==> config.mk <==
export PLATFORM = sky130hd
export DESIGN_NAME = hazard_unit_flat
export DESIGN_NICKNAME = d
export VERILOG_FILES = /design/src/rtl/hazard_unit_pkg.sv /design/src/rtl/hazard_unit_if.sv /design/src/rtl/hazard_unit_div_handshake_fsm.sv /design/src/rtl/hazard_unit.sv /design/src/flat_wrapper.sv
export SDC_FILE = /design/constraint.sdc
export NUM_CORES = 1
export LEC_CHECK = 0
export CAP_MARGIN = 5
export CORE_UTILIZATION = 48
export CTS_CLUSTER_SIZE = 14
export DETAILED_ROUTE_END_ITERATION = 16
export PLACE_DENSITY = 0.82
export SYNTH_ARGS = -nofsm -noshare
export SYNTH_HDL_FRONTEND = slang
export SYNTH_HIERARCHICAL = 1
export SYNTH_SLANG_ARGS = --single-unit
==> constraint.sdc <==
create_clock -name clk -period 3.05 [get_ports clk]
set_input_delay 0.4575 -clock clk [delete_from_list [all_inputs] [get_ports clk]]
set_output_delay 0.4575 -clock clk [all_outputs]
set_load 0.02 [all_outputs]
==> src/rtl/hazard_unit_pkg.sv <==
// Shared definitions for the MIPS hazard unit: forwarding select codes,
// divide-handshake state encoding and the register-match helper.
package hazard_unit_pkg;

  typedef enum logic [1:0] {
    FWD_RF = 2'b00,
    FWD_W  = 2'b01,
    FWD_M  = 2'b10
  } fwdSel_t;

  typedef enum logic [1:0] {
    IDLE = 2'd0,
    BUSY = 2'd1,
    DONE = 2'd2
  } divState_t;

  // $zero is hard-wired, so it never participates in a hazard
  function automatic logic regHit(input logic [4:0] src, input logic [4:0] dst);
    return (src != 5'd0) && (src == dst);
  endfunction

endpackage

==> src/rtl/hazard_unit_if.sv <==
// Pipeline-facing bundle of the hazard unit: stage register indices and
// control bits in, stall/flush/forward selects and divider handshake out.
interface hazard_unit_if #(
  parameter int unsigned CNT_W = 32
);
  logic [4:0]       rsD, rtD, rsE, rtE;
  logic [4:0]       writeregE, writeregM, writeregW;
  logic             regwriteE, regwriteM, regwriteW;
  logic             memtoregE, memtoregM;
  logic             branchD;
  logic             divE;
  logic             div_ready;
  logic             div_start;
  logic             forwardAD, forwardBD;
  logic [1:0]       forwardAE, forwardBE;
  logic             stallF, stallD, stallE;
  logic             flushE, flushM;
  logic             div_timeout;
  logic [CNT_W-1:0] stall_cycles;

  modport master (
    output rsD, rtD, rsE, rtE, writeregE, writeregM, writeregW,
           regwriteE, regwriteM, regwriteW, memtoregE, memtoregM,
           branchD, divE, div_ready,
    input  div_start, forwardAD, forwardBD, forwardAE, forwardBE,
           stallF, stallD, stallE, flushE, flushM, div_timeout, stall_cycles
  );

  modport slave (
    input  rsD, rtD, rsE, rtE, writeregE, writeregM, writeregW,
           regwriteE, regwriteM, regwriteW, memtoregE, memtoregM,
           branchD, divE, div_ready,
    output div_start, forwardAD, forwardBD, forwardAE, forwardBE,
           stallF, stallD, stallE, flushE, flushM, div_timeout, stall_cycles
  );
endinterface

==> src/rtl/hazard_unit_div_handshake_fsm.sv <==
// Divide handshake: launches the iterative divider, holds the pipeline front
// while it runs, and flags a sticky timeout if it never answers.
module div_handshake_fsm
  import hazard_unit_pkg::*;
#(
  parameter int unsigned DIV_MAX_CYCLES = 40
) (
  input  logic clk,
  input  logic rst,
  input  logic divE,
  input  logic divReady,
  output logic divStart,
  output logic divStall,
  output logic divTimeout
);

  localparam int unsigned CW = $clog2(DIV_MAX_CYCLES) + 1;

  divState_t       state, stateNext;
  logic [CW-1:0]   busyCnt;
  logic            atLimit;

  assign atLimit = (busyCnt == CW'(DIV_MAX_CYCLES - 1));

  always_comb begin
    stateNext = state;
    divStart  = 1'b0;
    divStall  = 1'b0;
    unique case (state)
      IDLE: if (divE) begin
        divStart  = 1'b1;
        divStall  = 1'b1;
        stateNext = BUSY;
      end
      BUSY: begin
        divStall = 1'b1;
        if (divReady || atLimit) stateNext = DONE;
      end
      // divE is still high here; returning to IDLE without launching lets the divide retire
      DONE:    stateNext = IDLE;
      default: stateNext = IDLE;
    endcase
  end

  always_ff @(posedge clk) begin
    if (rst) begin
      state      <= IDLE;
      busyCnt    <= '0;
      divTimeout <= 1'b0;
    end else begin
      state <= stateNext;
      if (state == IDLE) begin
        busyCnt <= '0;
      end else if (state == BUSY) begin
        busyCnt <= busyCnt + CW'(1);
        if (atLimit && !divReady) divTimeout <= 1'b1;
      end
    end
  end

endmodule

==> src/rtl/hazard_unit.sv <==
// Hazard detection and forwarding for the 5-stage MIPS pipeline, including the
// divide freeze and a saturating count of front-end stall cycles.
module hazard_unit
  import hazard_unit_pkg::*;
#(
  parameter int unsigned DIV_MAX_CYCLES = 40,
  parameter int unsigned CNT_W          = 32
) (
  input  logic          clk,
  input  logic          rst,
  hazard_unit_if.slave  hz
);

  logic             divStall, divStartRaw;
  logic             lwStall, branchStall, stallAny;
  fwdSel_t          fwdAE, fwdBE;
  logic [CNT_W-1:0] stallCycles;

  div_handshake_fsm #(
    .DIV_MAX_CYCLES(DIV_MAX_CYCLES)
  ) uDivFsm (
    .clk        (clk),
    .rst        (rst),
    .divE       (hz.divE),
    .divReady   (hz.div_ready),
    .divStart   (divStartRaw),
    .divStall   (divStall),
    .divTimeout (hz.div_timeout)
  );

  always_comb begin
    fwdAE = FWD_RF;
    if (hz.regwriteM && regHit(hz.rsE, hz.writeregM))      fwdAE = FWD_M;
    else if (hz.regwriteW && regHit(hz.rsE, hz.writeregW)) fwdAE = FWD_W;
    fwdBE = FWD_RF;
    if (hz.regwriteM && regHit(hz.rtE, hz.writeregM))      fwdBE = FWD_M;
    else if (hz.regwriteW && regHit(hz.rtE, hz.writeregW)) fwdBE = FWD_W;
  end

  assign lwStall = hz.memtoregE && (regHit(hz.rsD, hz.rtE) || regHit(hz.rtD, hz.rtE));

  assign branchStall = hz.branchD &&
    ((hz.regwriteE && (regHit(hz.rsD, hz.writeregE) || regHit(hz.rtD, hz.writeregE))) ||
     (hz.memtoregM && (regHit(hz.rsD, hz.writeregM) || regHit(hz.rtD, hz.writeregM))));

  assign stallAny = !rst && (lwStall || branchStall || divStall);

  assign hz.stallF    = stallAny;
  assign hz.stallD    = stallAny;
  assign hz.stallE    = !rst && divStall;
  // a divide holds E in place, so a competing hazard must not bubble it away
  assign hz.flushE    = !rst && (lwStall || branchStall) && !divStall;
  assign hz.flushM    = !rst && divStall;
  assign hz.div_start = !rst && divStartRaw;
  assign hz.forwardAE = rst ? 2'b00 : fwdAE;
  assign hz.forwardBE = rst ? 2'b00 : fwdBE;
  assign hz.forwardAD = !rst && hz.regwriteM && regHit(hz.rsD, hz.writeregM);
  assign hz.forwardBD = !rst && hz.regwriteM && regHit(hz.rtD, hz.writeregM);

  always_ff @(posedge clk) begin
    if (rst)                                  stallCycles <= '0;
    else if (stallAny && stallCycles != '1)   stallCycles <= stallCycles + CNT_W'(1);
  end

  assign hz.stall_cycles = stallCycles;

endmodule

==> src/flat_wrapper.sv <==
// flat-port wrapper written by rule: the top's interface ports become plain ports
module hazard_unit_flat import hazard_unit_pkg::*;
#(
  parameter int unsigned DIV_MAX_CYCLES = 40,
  parameter int unsigned CNT_W          = 32
)
  (clk, rst, hz_rsD, hz_rtD, hz_rsE, hz_rtE, hz_writeregE, hz_writeregM, hz_writeregW, hz_regwriteE, hz_regwriteM, hz_regwriteW, hz_memtoregE, hz_memtoregM, hz_branchD, hz_divE, hz_div_ready, hz_div_start, hz_forwardAD, hz_forwardBD, hz_forwardAE, hz_forwardBE, hz_stallF, hz_stallD, hz_stallE, hz_flushE, hz_flushM, hz_div_timeout, hz_stall_cycles);
  hazard_unit_if #(.CNT_W(CNT_W)) hz_i ();
  input  logic clk;
  input  logic rst;
  input wire logic [$bits(hz_i.rsD)-1:0] hz_rsD;
  input wire logic [$bits(hz_i.rtD)-1:0] hz_rtD;
  input wire logic [$bits(hz_i.rsE)-1:0] hz_rsE;
  input wire logic [$bits(hz_i.rtE)-1:0] hz_rtE;
  input wire logic [$bits(hz_i.writeregE)-1:0] hz_writeregE;
  input wire logic [$bits(hz_i.writeregM)-1:0] hz_writeregM;
  input wire logic [$bits(hz_i.writeregW)-1:0] hz_writeregW;
  input wire logic [$bits(hz_i.regwriteE)-1:0] hz_regwriteE;
  input wire logic [$bits(hz_i.regwriteM)-1:0] hz_regwriteM;
  input wire logic [$bits(hz_i.regwriteW)-1:0] hz_regwriteW;
  input wire logic [$bits(hz_i.memtoregE)-1:0] hz_memtoregE;
  input wire logic [$bits(hz_i.memtoregM)-1:0] hz_memtoregM;
  input wire logic [$bits(hz_i.branchD)-1:0] hz_branchD;
  input wire logic [$bits(hz_i.divE)-1:0] hz_divE;
  input wire logic [$bits(hz_i.div_ready)-1:0] hz_div_ready;
  output wire logic [$bits(hz_i.div_start)-1:0] hz_div_start;
  output wire logic [$bits(hz_i.forwardAD)-1:0] hz_forwardAD;
  output wire logic [$bits(hz_i.forwardBD)-1:0] hz_forwardBD;
  output wire logic [$bits(hz_i.forwardAE)-1:0] hz_forwardAE;
  output wire logic [$bits(hz_i.forwardBE)-1:0] hz_forwardBE;
  output wire logic [$bits(hz_i.stallF)-1:0] hz_stallF;
  output wire logic [$bits(hz_i.stallD)-1:0] hz_stallD;
  output wire logic [$bits(hz_i.stallE)-1:0] hz_stallE;
  output wire logic [$bits(hz_i.flushE)-1:0] hz_flushE;
  output wire logic [$bits(hz_i.flushM)-1:0] hz_flushM;
  output wire logic [$bits(hz_i.div_timeout)-1:0] hz_div_timeout;
  output wire logic [$bits(hz_i.stall_cycles)-1:0] hz_stall_cycles;
  assign hz_i.rsD = hz_rsD;
  assign hz_i.rtD = hz_rtD;
  assign hz_i.rsE = hz_rsE;
  assign hz_i.rtE = hz_rtE;
  assign hz_i.writeregE = hz_writeregE;
  assign hz_i.writeregM = hz_writeregM;
  assign hz_i.writeregW = hz_writeregW;
  assign hz_i.regwriteE = hz_regwriteE;
  assign hz_i.regwriteM = hz_regwriteM;
  assign hz_i.regwriteW = hz_regwriteW;
  assign hz_i.memtoregE = hz_memtoregE;
  assign hz_i.memtoregM = hz_memtoregM;
  assign hz_i.branchD = hz_branchD;
  assign hz_i.divE = hz_divE;
  assign hz_i.div_ready = hz_div_ready;
  assign hz_div_start = hz_i.div_start;
  assign hz_forwardAD = hz_i.forwardAD;
  assign hz_forwardBD = hz_i.forwardBD;
  assign hz_forwardAE = hz_i.forwardAE;
  assign hz_forwardBE = hz_i.forwardBE;
  assign hz_stallF = hz_i.stallF;
  assign hz_stallD = hz_i.stallD;
  assign hz_stallE = hz_i.stallE;
  assign hz_flushE = hz_i.flushE;
  assign hz_flushM = hz_i.flushM;
  assign hz_div_timeout = hz_i.div_timeout;
  assign hz_stall_cycles = hz_i.stall_cycles;
  hazard_unit #(.DIV_MAX_CYCLES(DIV_MAX_CYCLES), .CNT_W(CNT_W)) u_core (.clk(clk), .rst(rst), .hz(hz_i));
endmodule
Word level (Yosys, flattened, before mapping). Cells that the tools add are included.

Flip-flop bits (word level): 42. Output and inout port bits: 45. Input port bits: 45.

Mux-type cells: 12. Reductions and logical operators: 46. $add $sub $neg: 2. Equality and inequality tests: 15. Bitwise gates (word level): 1.

Operators with widths (count): $eq A5 B5 Y1 (10); $add A32 B1 Y32 const B (1); $ne A32 B32 Y1 const B (1); $logic_and A1 B1 Y1 (28); $reduce_bool A5 Y1 (4); $mux W2 (6); $add A7 B1 Y7 const B (1); $eq A7 B6 Y1 const B (1); $logic_or A1 B1 Y1 (7); $mux W1 (4); $ne A2 B2 Y1 const B (2); $pmux W2 S2 (1); $logic_not A1 Y1 (3); $reduce_and A3 Y1 (1); $eq A2 B1 Y1 const B (1); $logic_not A2 Y1 (1); $pmux W1 S2 (1); $reduce_and A2 Y1 (1); $reduce_or A2 Y1 (1); $not A1 Y1 (1).

Longest topological paths before layout.
Word-level depth: 10. Depth in mapped cells: 10. Depth with buffers taken out: 7.

By module. The synthesis kept the hierarchy.

Modules (own cells, without submodules): hazard_unit (seq. area each 640.6 um^2, cells each 315, area each 2466.1 um^2, times used 1); div_handshake_fsm (seq. area each 200.2 um^2, cells each 51, area each 470.5 um^2, times used 1).

Least setup slack after synthesis. OpenSTA, ideal clock, no wires.

Kind: in2out. Start: input hz_rsD[1]. End: output hz_stallF. Stages: 9. Arrival time: 2266 ps. Path buffers: 3. Slack: 327 ps. Cells stage by stage: or4_1 -> nor2_2 -> nor4_1 -> o21a_1 -> nor4_4 -> buf_6 -> buf_2 -> nor2_1 -> buf_4.

Word-level cells in the longest chain between the ends: 9. Elaborated cells on any way between the ends: 18. Classes of those cells: eq/ne: 3; reduce/logical: 15.

RTL lines: from (decl) (RTL line flat_wrapper.sv:11) `input wire logic [$bits(hz_i.rsD)-1:0] hz_rsD;`; $eq A5 B5 Y1 / $reduce_bool A5 Y1 (equally long branches) (RTL line hazard_unit_pkg.sv:19) `return (src != 5'd0) && (src == dst);`; $logic_and A1 B1 Y1 (RTL line hazard_unit_pkg.sv:19); $logic_or A1 B1 Y1 (on tied branches) (RTL line hazard_unit.sv:43, hazard_unit.sv:44); $logic_and A1 B1 Y1 (on tied branches) (RTL line hazard_unit.sv:43, hazard_unit.sv:44); $logic_or A1 B1 Y1 (RTL line hazard_unit.sv:43) `((hz.regwriteE && (regHit(hz.rsD, hz.writeregE) || regHit(hz.rtD, hz.writeregE))) ||`; $logic_and A1 B1 Y1 (RTL line hazard_unit.sv:42) `assign branchStall = hz.branchD &&`; $logic_or A1 B1 Y1 (*) (2 in a row) (RTL line hazard_unit.sv:46) `assign stallAny = !rst && (lwStall || branchStall || divStall);`; $logic_and A1 B1 Y1 (*) (RTL line hazard_unit.sv:46); to (decl) (RTL line flat_wrapper.sv:31) `output wire logic [$bits(hz_i.stallF)-1:0] hz_stallF;`.

Every way passes the cells marked *; elsewhere a longest branch is shown, timed or not.

Worst setup path in the final report.
Start: input hz_writeregM[0]. End: output hz_forwardAD.

Word-level cells in the longest chain between the ends: 3.

RTL lines: from (decl) (RTL line flat_wrapper.sv:16) `input wire logic [$bits(hz_i.writeregM)-1:0] hz_writeregM;`; $eq A5 B5 Y1 (RTL line hazard_unit_pkg.sv:19); $logic_and A1 B1 Y1 (RTL line hazard_unit_pkg.sv:19); $logic_and A1 B1 Y1 (RTL line hazard_unit.sv:57) `assign hz.forwardAD = !rst && hz.regwriteM && regHit(hz.rsD, hz.writeregM);`; to (decl) (RTL line flat_wrapper.sv:27) `output wire logic [$bits(hz_i.forwardAD)-1:0] hz_forwardAD;`.

Every way passes these cells.

==> run_results.csv <==
group,metric,value,unit
place,dp_hpwl,6.14,mm
timing,skew,0.00964,ns
worst_hold_path,hold_class,"flip-flop to flip-flop",
critical_path,critPathLaunch,"hz_writeregM[0]",
timing,fin_crit,2.96,ns
clock_tree,cts_hold_buffers,0,
floorplan,rows,28,
critical_path,r2r_start,"u_core/hz.stall_cycles[3]",
synth,synth_area_leader_cell,"dfxtp_1",
place,portBuffers,89,
detailed_routing,dr.pass1.iters,4,
power,swShare,29.0,%
timing,slew_violations,0,
synth,synthFlopType,"dfxtp_1",
global_routing,grt_pass1_vias,2949,
timing,rsz0062_at_grt,"false",
floorplan,die_x,80.2,um
global_routing,grt_first_pass_wirelength,13.1,mm
detailed_routing,viasPerCell,5.71,
global_routing,grt_use_total,25.6,%
timing,setup_viol,0,
clock_tree,cts_htree_levels,2,
synth,synth_edf_count,0,
cells_and_area,fin_nets,524,
timing,fin_crit_sh,96.9,%
synth,seq_area_frac_synth,28.6,%
run_status,status,"finished, final reports clean",
global_routing,grt_max_degree,48,
critical_path,timing.rr.end,"u_core/hz.stall_cycles[5]",
cells_and_area,syn2layout_area_growth,42.6,%
synth,netlist_instances,366,
detailed_routing,wl,7.91,mm
clock_tree,cts_tree,"yes",
synth,ys_types,46,
synth,syn-num-nets,413,
floorplan,core,5920,sq um
critical_path,worstPathArrival,2.50,ns
floorplan,pin_count,90,
global_routing,antenna_found_initial,0,
critical_path,worstSetupStartpointType,"input port",
critical_path,rr_worst_depth,8,
cells_and_area,drive_gt1_share,13.6,%
critical_path,cp_max_fo,3,
timing,slew_headroom,55.1,%
cells_and_area,ff_latch_area,841,sq um
power,p_int,871,uW
timing,finalHoldViolCount,0,
clock_tree,insertion_delay,0.30,ns
clock_tree,clkSlewWorstSetupHoldPaths,0.09,ns
synth,yosysTopAreaCellShare,28.6,%
clock_tree,cts.path.max_buffers,2,
detailed_routing,first_iter_violations,180,
floorplan,start_util,49.6,%
critical_path,ff2ff_setup_slack,0.68,ns
synth,synth_commonest_cells,"42 x dfxtp_1, 31 x xnor2_1, 26 x a21oi_1, 25 x nand3_1, 24 x nor2_1",
synth,synthTopCellsByArea,"dfxtp_1 29%, xnor2_1 9.2%, xor2_1 5.7%",
power,ir_drop,0.207,mV
power,combPwrFrac,24.3,%
clock_tree,cts.sinks,42,
power,p_sw,355,uW
critical_path,critical_path_required,2.59,ns
worst_hold_path,hold_depth,1,
detailed_routing,num_vias,3157,
power,power.static_leakage,1.51,nW
power,p_seq_share,46.2,%
synth,synth-async-reset-ratio,0,%
global_routing,grt_overflow,0,
clock_tree,cts-root-buf,"clkbuf_8",
cells_and_area,nFillCells,492,
synth,yosysMostFrequentCell,"dfxtp_1",
timing,clock.fmax,338,MHz
cells_and_area,multi_input_area,1970,sq um
place,gp_congestion,0.928,
power,power.density,293,nW/um^2
timing,worstMarginPinSlew,0.667,ns
synth,syn_area_per_cell,8.02,sq um
cells_and_area,insertedDiodeCount,0,
critical_path,crit_path_end,"hz_forwardAD",
synth,ys_ff_latch,42,
floorplan,die-area,6430,sq um
critical_path,critPathKind,"input port to output pin",
detailed_routing,drt-wirelength-per-cell,14.3,um
power,clkPwrFrac,29.5,%
clock_tree,numCtsBuffers,5,
detailed_routing,ant_nets,0,
synth,yosysWarnings,6,
floorplan,fp.dieH,80.2,um
flow_run,drv_cap,0,
power,power,1.23,mW
synth,netlist_area,2940,sq um
detailed_routing,drc,0,
timing,hold_slack,0.482,ns
critical_path,end_kind,"output pin",
==> layout by cell type (no fill, tap or decap), types with 10 or more instances in the layout <==
master	count
nor2_1	22
o31ai_1	11
nor2b_1	15
nand3_1	25
nor4_1	11
or3_1	14
dfxtp_1	42
buf_4	36
a21oi_1	26
nand4_1	16
nand2_1	16
xor2_1	19
o21ai_0	16
clkdlybuf4s50_1	77
xnor2_1	31
nor3_1	10
or4_1	17
==> logic make-up after synthesis <==
| family | Yosys count | share of synthesized area, % |
|---|---|---|
| compound gates | 64 | 13.2 |
| xor+xnor | 50 | 14.9 |
| fa+ha+maj | 2 | 0.852 |
| buf+inv | 27 | 4.86 |
| flops | 42 | 28.6 |
| mux | 8 | 3.28 |
| simple gates | 173 | 34.3 |
==> worst min path at each step <==
stage                                     from                          to  slack [ns]
global route        u_core/hz.stall_cycles[17]  u_core/hz.stall_cycles[17]        0.52
floorplan            u_core/uDivFsm/busyCnt[5]   u_core/uDivFsm/busyCnt[5]        0.45
detailed placement   u_core/uDivFsm/divTimeout   u_core/uDivFsm/divTimeout        0.47
global placement     u_core/uDivFsm/divTimeout   u_core/uDivFsm/divTimeout        0.45
finish               u_core/uDivFsm/divTimeout   u_core/uDivFsm/divTimeout        0.48
CTS                  u_core/uDivFsm/divTimeout   u_core/uDivFsm/divTimeout        0.49
==> power groups by stage <==
stage / Sequential, mW / Combinational (mW) / Clock (mW)
2_1_floorplan: 0.581 / 0.150 / 0
3_3_place_gp: 0.578 / 0.290 / 0
3_5_place_dp: 0.579 / 0.297 / 0
4_1_cts: 0.566 / 0.295 / 0.371
5_1_grt: 0.567 / 0.322 / 0.389
6_report: 0.566 / 0.298 / 0.362
==> area by class of cell <==
cell class / instances / area share, %
clock buffer: 5 / 1.64
inverter: 5 / 0.448
tap: 75 / 2.24
timing repair buffer: 126 / 28.1
sequential: 42 / 20.1
clock inverter: 3 / 0.508
multi-input combinational: 297 / 47.0
==> registers in the layout (all words and copies together) (netlist names) <==
register and cells:
u_core/uDivFsm/busyCnt 7, u_core/uDivFsm/state 2, u_core/uDivFsm/divTimeout 1, u_core/hz.stall_cycles 32
==> layer usage <==
metal	track usage (%)	wire, um	part of all wire [%]
met5	0	0	0
met4	8.21	99	1.3
met3	4.09	341	4.3
met2	47.2	4100	52
met1	29.8	3370	43
==> stage by stage <==
step	cell area [sq um]	setup slack (ns)	utilization, %	instances	TNS [ns]
after CTS	4160	0.00586	70.3	553	0
after global routing	4190	0.00936	70.7	553	0
after global placement	4080	-0.302	69.0	545	-2.93
final	4190	0.0945	70.7	553	0
after floorplan	2940	0.327	-	366	0
after detailed placement	4080	-0.336	69.0	545	-3.84
==> repair_timing <==
item / 4_1_cts / 5_1_grt
buffers inserted: 0 / 0
gates cloned: 0 / 0
resized for setup: 16 / 11
pin swaps: 1 / 3
endpoints found under the setup margin: 4 / 18
==> critical path, cell delays in order <==
cell             delay (ns)
clkdlybuf4s50_1        0.54
xnor2_1                0.14
nand3_1                0.11
or4_4                  0.50
nor2_1                 0.13
clkdlybuf4s50_1        0.62
Note: power is estimated with default switching activity, not from simulation.
